$ cat config.mk
export PLATFORM = sky130hd
export DESIGN_NAME = gon_bus_flat
export DESIGN_NICKNAME = d
export VERILOG_FILES = /design/src/rtl/gon_bus_if.sv /design/src/rtl/gon_bus.sv /design/src/flat_wrapper.sv
export SDC_FILE = /design/constraint.sdc
export NUM_CORES = 1
export LEC_CHECK = 0
export ABC_AREA = 1
export BUFFER_PORTS_ARGS = -buffer_cell sky130_fd_sc_hd__buf_2
export CORE_MARGIN = 5
export CORE_UTILIZATION = 40
export CTS_BUF_LIST = sky130_fd_sc_hd__clkbuf_8
export DETAILED_ROUTE_END_ITERATION = 12
export HOLD_SLACK_MARGIN = 0.08
export PLACE_DENSITY = 0.75
export SLEW_MARGIN = 20
export SYNTH_ARGS = -nofsm -noshare
export SYNTH_HDL_FRONTEND = slang
export SYNTH_SLANG_ARGS = --single-unit
$ cat constraint.sdc
create_clock -name clk -period 1.6 [get_ports clk]
set_clock_uncertainty 0.15 [all_clocks]
set_input_delay 0.16 -clock clk [delete_from_list [all_inputs] [get_ports clk]]
set_output_delay 0.16 -clock clk [all_outputs]
set_load 0.02 [all_outputs]
$ cat src/rtl/gon_bus_if.sv
// gon_bus_if: sink request/response and source pop/data bundle for the gather bus
interface gon_bus_if #(
    parameter int BITWIDTH    = 16,
    parameter int TAG_LENGTH  = 4,
    parameter int NUM_SOURCES = 4
);
    logic                            bus_enable;
    logic [TAG_LENGTH-1:0]           tag;
    logic                            bus_ready;
    logic [NUM_SOURCES-1:0]          source_valid;
    logic [BITWIDTH*NUM_SOURCES-1:0] source_data;
    logic [NUM_SOURCES-1:0]          source_enable;
    logic                            output_valid;
    logic [BITWIDTH-1:0]             output_value;
    logic                            output_ready;
    logic                            tag_miss;

    modport master (
        output bus_enable, tag, source_valid, source_data, output_ready,
        input  bus_ready, source_enable, output_valid, output_value, tag_miss
    );

    modport slave (
        input  bus_enable, tag, source_valid, source_data, output_ready,
        output bus_ready, source_enable, output_valid, output_value, tag_miss
    );
endinterface

$ cat src/rtl/gon_bus.sv
// gon_bus: tag-matched gather of source words to a single sink, with a scan-programmed slot ID chain
module gon_bus #(
    parameter int BITWIDTH    = 16,
    parameter int TAG_LENGTH  = 4,
    parameter int NUM_SOURCES = 4
) (
    input  logic                  clk,
    input  logic                  rstb,
    input  logic                  program_en,
    input  logic [TAG_LENGTH-1:0] scan_tag_in,
    output logic [TAG_LENGTH-1:0] scan_tag_next_bus,
    gon_bus_if.slave              bus
);
    localparam logic [1:0] IDLE = 2'd0, SCAN = 2'd1, HOLD = 2'd2;

    logic [1:0]             state;
    logic [TAG_LENGTH-1:0]  id [NUM_SOURCES];
    logic [NUM_SOURCES-1:0] mask, match, low;
    logic [BITWIDTH-1:0]    sel_data;
    logic                   accept, pop;

    assign low                = mask & -mask;
    assign pop                = state == SCAN && |(low & bus.source_valid);
    assign accept             = state == IDLE && bus.bus_enable && !program_en;
    assign bus.source_enable  = pop ? low : '0;
    assign bus.bus_ready      = state == IDLE;
    assign bus.output_valid   = state == HOLD;
    assign scan_tag_next_bus  = id[NUM_SOURCES-1];

    // per-slot tag compare and data mux of the lowest pending slot
    always_comb begin
        match    = '0;
        sel_data = '0;
        for (int i = 0; i < NUM_SOURCES; i++) begin
            match[i] = id[i] == bus.tag;
            sel_data = sel_data | (low[i] ? bus.source_data[BITWIDTH*i +: BITWIDTH] : '0);
        end
    end

    // slot ID scan chain, shiftable in any state
    always_ff @(posedge clk or negedge rstb)
        if (!rstb) id <= '{default: '0};
        else if (program_en) begin
            id[0] <= scan_tag_in;
            for (int i = 1; i < NUM_SOURCES; i++) id[i] <= id[i-1];
        end

    // request latch, in-order drain of matched slots and sink hold
    always_ff @(posedge clk or negedge rstb)
        if (!rstb) begin
            state            <= IDLE;
            mask             <= '0;
            bus.output_value <= '0;
            bus.tag_miss     <= 1'b0;
        end else begin
            bus.tag_miss <= accept && match == '0;
            if (accept) begin
                mask  <= match;
                state <= |match ? SCAN : IDLE;
            end else if (state == SCAN) begin
                if (mask == '0) state <= IDLE;
                else if (pop) begin
                    bus.output_value <= sel_data;
                    mask             <= mask & ~low;
                    state            <= HOLD;
                end
            end else if (state == HOLD && bus.output_ready) state <= SCAN;
        end
endmodule
$ cat src/flat_wrapper.sv
// flat-port wrapper written by rule: the top's interface ports become plain ports
module gon_bus_flat 
#(
    parameter int BITWIDTH    = 16,
    parameter int TAG_LENGTH  = 4,
    parameter int NUM_SOURCES = 4
)
  (clk, rstb, program_en, scan_tag_in, scan_tag_next_bus, bus_bus_enable, bus_tag, bus_source_valid, bus_source_data, bus_output_ready, bus_bus_ready, bus_source_enable, bus_output_valid, bus_output_value, bus_tag_miss);
  gon_bus_if #(.BITWIDTH(BITWIDTH), .TAG_LENGTH(TAG_LENGTH), .NUM_SOURCES(NUM_SOURCES)) bus_i ();
  input  logic clk;
  input  logic rstb;
  input  logic program_en;
  input  logic [TAG_LENGTH-1:0] scan_tag_in;
  output logic [TAG_LENGTH-1:0] scan_tag_next_bus;
  input wire logic [$bits(bus_i.bus_enable)-1:0] bus_bus_enable;
  input wire logic [$bits(bus_i.tag)-1:0] bus_tag;
  input wire logic [$bits(bus_i.source_valid)-1:0] bus_source_valid;
  input wire logic [$bits(bus_i.source_data)-1:0] bus_source_data;
  input wire logic [$bits(bus_i.output_ready)-1:0] bus_output_ready;
  output wire logic [$bits(bus_i.bus_ready)-1:0] bus_bus_ready;
  output wire logic [$bits(bus_i.source_enable)-1:0] bus_source_enable;
  output wire logic [$bits(bus_i.output_valid)-1:0] bus_output_valid;
  output wire logic [$bits(bus_i.output_value)-1:0] bus_output_value;
  output wire logic [$bits(bus_i.tag_miss)-1:0] bus_tag_miss;
  assign bus_i.bus_enable = bus_bus_enable;
  assign bus_i.tag = bus_tag;
  assign bus_i.source_valid = bus_source_valid;
  assign bus_i.source_data = bus_source_data;
  assign bus_i.output_ready = bus_output_ready;
  assign bus_bus_ready = bus_i.bus_ready;
  assign bus_source_enable = bus_i.source_enable;
  assign bus_output_valid = bus_i.output_valid;
  assign bus_output_value = bus_i.output_value;
  assign bus_tag_miss = bus_i.tag_miss;
  gon_bus #(.BITWIDTH(BITWIDTH), .TAG_LENGTH(TAG_LENGTH), .NUM_SOURCES(NUM_SOURCES)) u_core (.clk(clk), .rstb(rstb), .program_en(program_en), .scan_tag_in(scan_tag_in), .scan_tag_next_bus(scan_tag_next_bus), .bus(bus_i));
endmodule
; ---- After elaboration in Yosys (flattened, before gate mapping)
; Cells that the tools add are included.
[classes]
eq_ne = 8
bitwise_logic = 9
n_addsub = 1
reduce_logical = 17
muxes = 15
[op_table]
columns = cell, n
row1 = 16-bit two-way mux, 4
row2 = 16-bit bitwise OR, 3
row3 = 4-bit two-way mux, 5
row4 = 4-bit == test, 4
row5 = 4-bit AND, 3
row6 = 2-bit two-way mux, 5
row7 = 4-bit logical NOT, 2
row8 = 4-bit OR reduction, 2
row9 = 1-bit logical AND, 5
row10 = 4-bit by 2-bit inequality test with 1-bit output (second input constant), 1
row11 = 4-bit negation, 1
row12 = 4-bit inverter, 1
row13 = 4-bit AND reduction, 1
row14 = 2-bit nonzero test, 2
row15 = 3-bit AND reduction, 1
row16 = 3-bit nonzero test, 1
row17 = 2-bit by 1-bit == test with 1-bit output (second input constant), 1
row18 = 2-bit == test (second input constant), 1
row19 = 2-bit logical NOT, 1
row20 = 2-bit by 1-bit inequality test with 1-bit output (second input constant), 1
row21 = 1-bit inverter, 2
row22 = 2-bit AND reduction, 1
row23 = 1-bit logical NOT, 1
row24 = 1-bit two-way mux, 1
[totals]
word_cells = 58
input_bits = 81
register_bits = 39

; ---- Longest topological paths before layout
; Gate-level depths: netlist of run 1.
[logic_depth]
word_depth = 9
mapped_depth = 11

; ---- Worst setup path before layout of run 1
; No wires, ideal clock.
[synth_path]
path_kind = register -> output
startpoint = register u_core.mask[0]
endpoint = output bus_source_enable[0]
arrival_ns = 1.396
path_stages_with_launch = 9
setup_slack_ns = -0.106
n_path_buf = 1
required_ns = 1.290
cell_sequence = dfrtp_1 nor2_2 nand3_2 clkinv_2 nand2_2 nand2_1 nand2_2 buf_2 nor2_1
[synth_via]
elab_chain_len = 6
[synth_rtl]
columns = item, line
row1 = from (decl), gon_bus.sv:18  ; logic [NUM_SOURCES-1:0] mask, match, low;
row2 = from (signal assigned), gon_bus.sv:58  ; mask <= match;
row3 = from (signal assigned), gon_bus.sv:64  ; mask <= mask & ~low;
row4 = 4-bit negation, gon_bus.sv:22  ; assign low = mask & -mask;
row5 = 4-bit AND (*), gon_bus.sv:22
row6 = 4-bit AND, gon_bus.sv:23  ; assign pop = state == SCAN && |(low & bus.source_valid);
row7 = 4-bit OR reduction, gon_bus.sv:23
row8 = 1-bit logical AND, gon_bus.sv:23
row9 = 4-bit two-way mux (*), gon_bus.sv:25  ; assign bus.source_enable = pop ? low : '0;
row10 = to (decl), flat_wrapper.sv:21  ; output wire logic [$bits(bus_i.source_enable)-1:0] bus_source_enable;
; Every way passes the cells marked *; elsewhere a longest branch is shown, timed or not.

; ---- Worst setup path in the final report of run 1
[layout_path]
startpoint = register u_core.mask[0]
endpoint = output bus_source_enable[3]
; Same word-level chain as after synthesis.

==> impl_metrics.tcl, run 1 <==
set metrics [dict create \
    dr.first_iter.drc_count 201 \
    yosysSeqAreaShare_pct 41.7 \
    syn_avg_cell_area_um2 7.14 \
    grt_max_degree 40 \
    finalWirelength_mm 8.44 \
    holdWs_ns 0.0771 \
    tightest_slew_ns 0.510 \
    place_worst_setup_slack_ns -0.159 \
    final_cells 563 \
    die_x_um 86.5 \
    path_max_fanout 6 \
    portBuffers 107 \
    final_nets 571 \
    io_pins 108 \
    cp-end-kind "output pin" \
    crit_type "reg -> out" \
    p_leak_nw 2.01 \
    grt_first_pass_wirelength_mm 12.7 \
    p_comb_share_pct 54.1 \
    synth_cell_type_count 23 \
    syn-num-nets 409 \
    synthXorXnorAreaFrac_pct 1.50 \
    synthToLayoutAreaGrowth_pct 63.1 \
    final_cell_area_um2 3820 \
    rsz0062_at_grt "true" \
    required_ns 1.29 \
    die_h_um 86.5 \
    drt-pass1-iter-count 5 \
    htreeDepth 2 \
    synth_compound_area_share_pct 13.0 \
    clk_pin_slew_ns 0.07 \
    dieArea_um2 7480 \
    syn_inst 328 \
    status "complete, but fails checks" \
    cts_tree "done" \
    synthSimpleGateAreaFrac_pct 33.9 \
    p_seq_share_pct 28.6 \
    grt.total_usage_pct 21.3 \
    dp.cells 509 \
    synth-seq-cells 39 \
    maxSlewHeadroom_pct 66.0 \
    finalPower_mw 5.57 \
    synth_fa_ha_area_share_pct 0 \
    overflow 0 \
    root_buffer "clkbuf_8" \
    post-route-util_pct 68.1 \
    power.share.switching_pct 41.6 \
    synth.mux.area_fraction_pct 0 \
    clockPowerShare_pct 17.3 \
    antenna_cells 0 \
    worst_setup_path_start_kind "register" \
    num_rows 27 \
    timing_hold_violations_final 0 \
    hp-class "in -> reg" \
    antenna_found_initial 0 \
    setup_ws_ns -0.420 \
    drc 0 \
    grt_pass1_vias 2753 \
    power.internal_mw 3.25 \
    synth_top_family_by_area "simple AND/OR/NAND/NOR gates" \
    yosysWarnings 0 \
    core-area_um2 5610 \
    pwr_density_cell_nw_per_um2 1460 \
    ir_drop_uv 849 \
    initial_core_util_pct 41.7 \
    syn_area_um2 2340 \
    vias 2794 \
    setup_viol 23 \
    drv_slew 0 \
    wl_per_cell_um 15.0 \
    crit_arrival_ns 1.71 \
    place_area_um2 3080 \
    detail-route-antenna-nets 0 \
    dpl.hpwl_mm 5.32 \
    maxCapViolCount 0 \
    cts.sinks 39 \
    p_sw_mw 2.32 \
    clockBufferDepth 2 \
    fmax_ghz 0.495 \
    min_period_ns 2.02 \
    fin_crit_sh_pct 126 \
    gp_congestion 0.853 \
    viasPerCell 4.96 \
    violations "negative setup slack" \
    cts_made_buffers 5 \
    clk_latency_ns 0.29 \
    finalSetupTns_ns -7.12 \
    drive_gt1_share_pct 38.9 \
]
[cells in the mapped netlist]
library cell  instances  area share [%]
nor2_1               22             3.5
dfrtp_1              39              42
o21ai_0              18             3.8
nand2_1             109              17
buf_1                 1            0.16
inv_2                 1            0.16
buf_4                 7             2.2
buf_8                 1            0.64
a21oi_1              22             4.7
o21ai_1               2            0.43
o22ai_1               1            0.27
nand2_2              12             3.2
inv_1                25             4.0
nand3_1              37             7.9
clkinv_2              1            0.21
nor2_2                3            0.80
clkbuf_1              5            0.80
buf_2                 4            0.86
nand4_1               2            0.53
o21ai_2              10             3.7
buf_12                1            0.86
xnor2_1               4             1.5
nand3_2               1            0.43
[critical path, cell delays in order (launching register included)]
cell and delay [ns]:
dfrtp_2 0.44, nor2_4 0.17, nand2_2 0.09, nor2_2 0.12, nor2_2 0.06, nand2_2 0.07, nand2_2 0.08, buf_12 0.15
nor2_4 0.11, buf_6 0.12
[per-layer routing]
layer	wire [µm]	part of all wire, %	vias up	GRT usage (%)
met5	0	0	-	0
li1	-	-	1372	-
met2	4470	53	100	37.7
met4	182	2.2	0	8.22
met1	3230	38	1308	25.6
met3	553	6.6	14	3.71
[area by class of cell]
| class | count | area, µm² |
|---|---|---|
| fillers | 437 | 1790 |
| multi-input cells | 243 | 1250 |
| repair buffers | 174 | 1250 |
| flip-flops and latches | 39 | 977 |
| inverters | 27 | 111 |
| well taps | 72 | 90.1 |
| clock buffers | 5 | 68.8 |
| clock inverters | 3 | 63.8 |
[flip-flops by register name, summed over array words and instances, names as in the netlist]
| name | count |
|---|---|
| u_core.scan_tag_next_bus | 4 |
| u_core.mask | 4 |
| u_core.state | 2 |
| u_core.bus.output_value | 16 |
| u_core.id | 12 |
| u_core.bus.tag_miss | 1 |
[repair_timing]
action | CTS | global route
gates cloned | 1 | 1
endpoints found under the hold margin | 59 | 0
gates resized for setup | 21 | 21
hold buffers | 31 | 0
buffers inserted | 12 | 2
setup endpoints to repair | 23 | 25
pin swaps | 8 | 3
[cell usage in the layout (no fill, tap or decap), types with 7 or more instances in the layout]
cell type	count
buf_6	7
nor2_1	18
dfrtp_1	38
o21ai_0	13
o21ai_2	11
buf_2	103
nand2_1	105
a21oi_1	21
buf_4	26
dlygate4sd3_1	31
inv_1	25
nand3_1	37
nand2_4	11
[power by group through the flow]
stage               combinational (mW)  sequential [mW]  clock [mW]
finish                            3.01             1.59       0.966
global placement                  2.35             1.53           0
global route                      3.26             1.63        1.02
detailed placement                2.41             1.54           0
CTS                               2.73             1.52       0.986
floorplan                         1.35             1.77           0
[logic make-up after synthesis]
group,after synthesis
flip-flops,39
XOR/XNOR,4
AO/OA/AOI/OAI,53
buffers and inverters,46
AND/OR/NAND/NOR,186
[final timing paths]
path                                               endpoint  slack, ns                         from  cells after the start
worst max register to register   u_core.bus.output_value[8]      -0.38               u_core.mask[0]                     12
worst min-delay path            u_core.bus.output_value[11]       0.08          bus_source_data[43]                      5
max in group asynchronous                    u_core.mask[0]       0.59                         rstb                      3
min in group asynchronous                     u_core.id[14]       0.32                         rstb                      3
worst min register to register  u_core.bus.output_value[12]       0.35  u_core.bus.output_value[12]                      2
worst max-delay path                   bus_source_enable[3]      -0.42               u_core.mask[0]                      9
No activity file was read; power rests on OpenSTA's default activity.
==> run 2, diff against run 1 <==
Settings changed: CORE_UTILIZATION 40 to 48, PLACE_DENSITY 0.75 to 0.84.
Clock period 1.6 ns to 2.2 ns, I/O delays scaled along.
==> run 2 against run 1 <==
Against the previous run: the run now ends clean; non-clock buffer count shrank 39; highest routed layer unchanged; hold slack gained 0.029 ns; cell area shrank 16%; global-route usage grew 0.85 points; critical endpoint unchanged.
==> impl_metrics.tcl, run 2 (same netlist as run 1, synthesis figures left out) <==
set metrics [dict create \
    worst_setup_path_start_kind "register" \
    pwr_density_cell_nw_per_um2 1040 \
    wl_per_cell_um 13.7 \
    antenna_cells 0 \
    drt-pass1-iter-count 4 \
    worstHoldStart "bus_source_data[59]" \
    drc 0 \
    viasPerCell 5.05 \
    cp_top_family "simple AND/OR/NAND/NOR gates" \
    cts_tree "done" \
    drv_slew 0 \
    holdWs_ns 0.107 \
    dieArea_um2 6370 \
    die_x_um 79.8 \
    final_common_cell "nand2_1" \
    cp-end-kind "output pin" \
    setup_viol 0 \
    finalPower_mw 3.34 \
    crit_type "reg -> out" \
    grt_first_pass_wirelength_mm 11.2 \
    overflow 0 \
    finalWirelength_mm 7.09 \
    largest_reg_flops 16 \
    dp.cells 491 \
    final_cells 519 \
    initial_core_util_pct 49.6 \
    dpl.hpwl_mm 5.07 \
    fin_crit_sh_pct 94.7 \
    portBuffers 107 \
    num_rows 25 \
    io_pins 108 \
    core-area_um2 4720 \
    layout_common_cells "nand2_1, buf_2, nand3_1, dfrtp_1, inv_1" \
    detail-route-antenna-nets 0 \
    place_area_um2 2890 \
    required_ns 1.83 \
    top_register "u_core.bus.output_value" \
    seq_area_um2 978 \
    maxCapViolCount 0 \
    path_max_fanout 14 \
    ir_drop_uv 676 \
    grt_max_degree 40 \
    clk_pin_slew_ns 0.08 \
    worstReg2RegStart "u_core.mask[0]" \
    post-route-util_pct 68.2 \
    final_nets 532 \
    vias 2620 \
    final_cell_area_um2 3220 \
    nFillCells 383 \
    synthToLayoutAreaGrowth_pct 37.6 \
    die_h_um 79.8 \
    hp-class "in -> reg" \
    drive_gt1_share_pct 34.5 \
    status "finished clean" \
    dr.first_iter.drc_count 187 \
    root_buffer "clkbuf_8" \
    cp_common_cell "nor2_2" \
    maxSlewHeadroom_pct 40.9 \
    cts.sinks 39 \
    crit_chain "nor2_4 -> nand2_2 -> nor2_2 -> nor2_2 -> nand2_1 -> nand2_4 -> nor2_2 -> buf_4" \
    antenna_found_initial 0 \
    tightest_slew_ns 0.887 \
    finalSetupTns_ns 0 \
    grt.total_usage_pct 22.2 \
    crit_path_max_incr_delay_ns 0.45 \
    cts_made_buffers 5 \
    htreeDepth 2 \
    crit_arrival_ns 1.71 \
    biggestRegsByFlops "u_core.bus.output_value: 16 flops, u_core.id: 12 flops" \
    worst-path-buf-inv 1 \
    timing_hold_violations_final 0 \
    clk_latency_ns 0.30 \
    cp-startpoint "u_core.mask[0]" \
    multiInputGateArea_um2 1150 \
    setup_ws_ns 0.117 \
    min_period_ns 2.08 \
    p_leak_nw 1.76 \
    fmax_ghz 0.480 \
    rsz0062_at_grt "false" \
    place_worst_setup_slack_ns 0.298 \
    gp_congestion 0.918 \
    clockBufferDepth 2 \
    grt_pass1_vias 2514 \
    critPathSlowestCell "dfrtp_2" \
]
==> run 2: cell types whose count changed in the layout (fill, tap and decap cells not counted), sizes merged <==
| cell | before | now |
|---|---|---|
| buf | 141 | 116 |
| dlygate4sd3 | 31 | 19 |
| clkinv | 1 | 3 |
| bufbuf | 1 | 0 |
| bufinv | 2 | 1 |
| clkbuf | 6 | 5 |
| inv | 27 | 26 |
==> run 2: final cells by class <==
cell class              count  share of cell area (%)
multi-input cells         243                    35.6
clock buffers               5                    2.14
inverters                  27                    3.19
flip-flops and latches     39                    30.4
well taps                  67                    2.60
clock inverters             3                    1.36
repair buffers            135                    24.7
==> run 2: path summary, 6_finish.rpt <==
path | to | slack (ns) | cells after the start
min in group asynchronous | u_core.id[6] | 0.43 | 2
hold / removal | u_core.bus.output_value[11] | 0.11 | 3
setup / recovery | bus_source_enable[3] | 0.12 | 8
setup reg to reg | u_core.bus.output_value[0] | 0.33 | 8
hold reg to reg | u_core.bus.output_value[5] | 0.34 | 2
max in group asynchronous | u_core.mask[0] | 0.86 | 2
==> run 2: repair_timing <==
| action | 4_1_cts | 5_1_grt |
|---|---|---|
| endpoints found under the setup margin | 2 | 4 |
| hold buffers | 19 | 0 |
| hold endpoints to repair | 57 | 0 |
| gates resized for setup | 1 | 6 |
| setup buffers | 0 | 1 |
==> run 2: report_power, final <==
group          total, mW  internal (mW)  leakage, nW  switching [mW]
Sequential          1.11          0.944        0.497           0.167
Clock              0.605          0.338       0.0581           0.267
Combinational       1.62          0.592         1.21            1.03
==> run 2: routing by layer <==
metal  track usage (%)  wire, µm
met2              37.9      3510
met4              8.45       194
met5                 0         0
met1              27.3      2940
met3              4.51       446
==> run 2: tightest hold or removal path, cell delays in order <==
cell and delay (ns):
buf_2 0.08, a21oi_1 0.05, o21ai_0 0.16
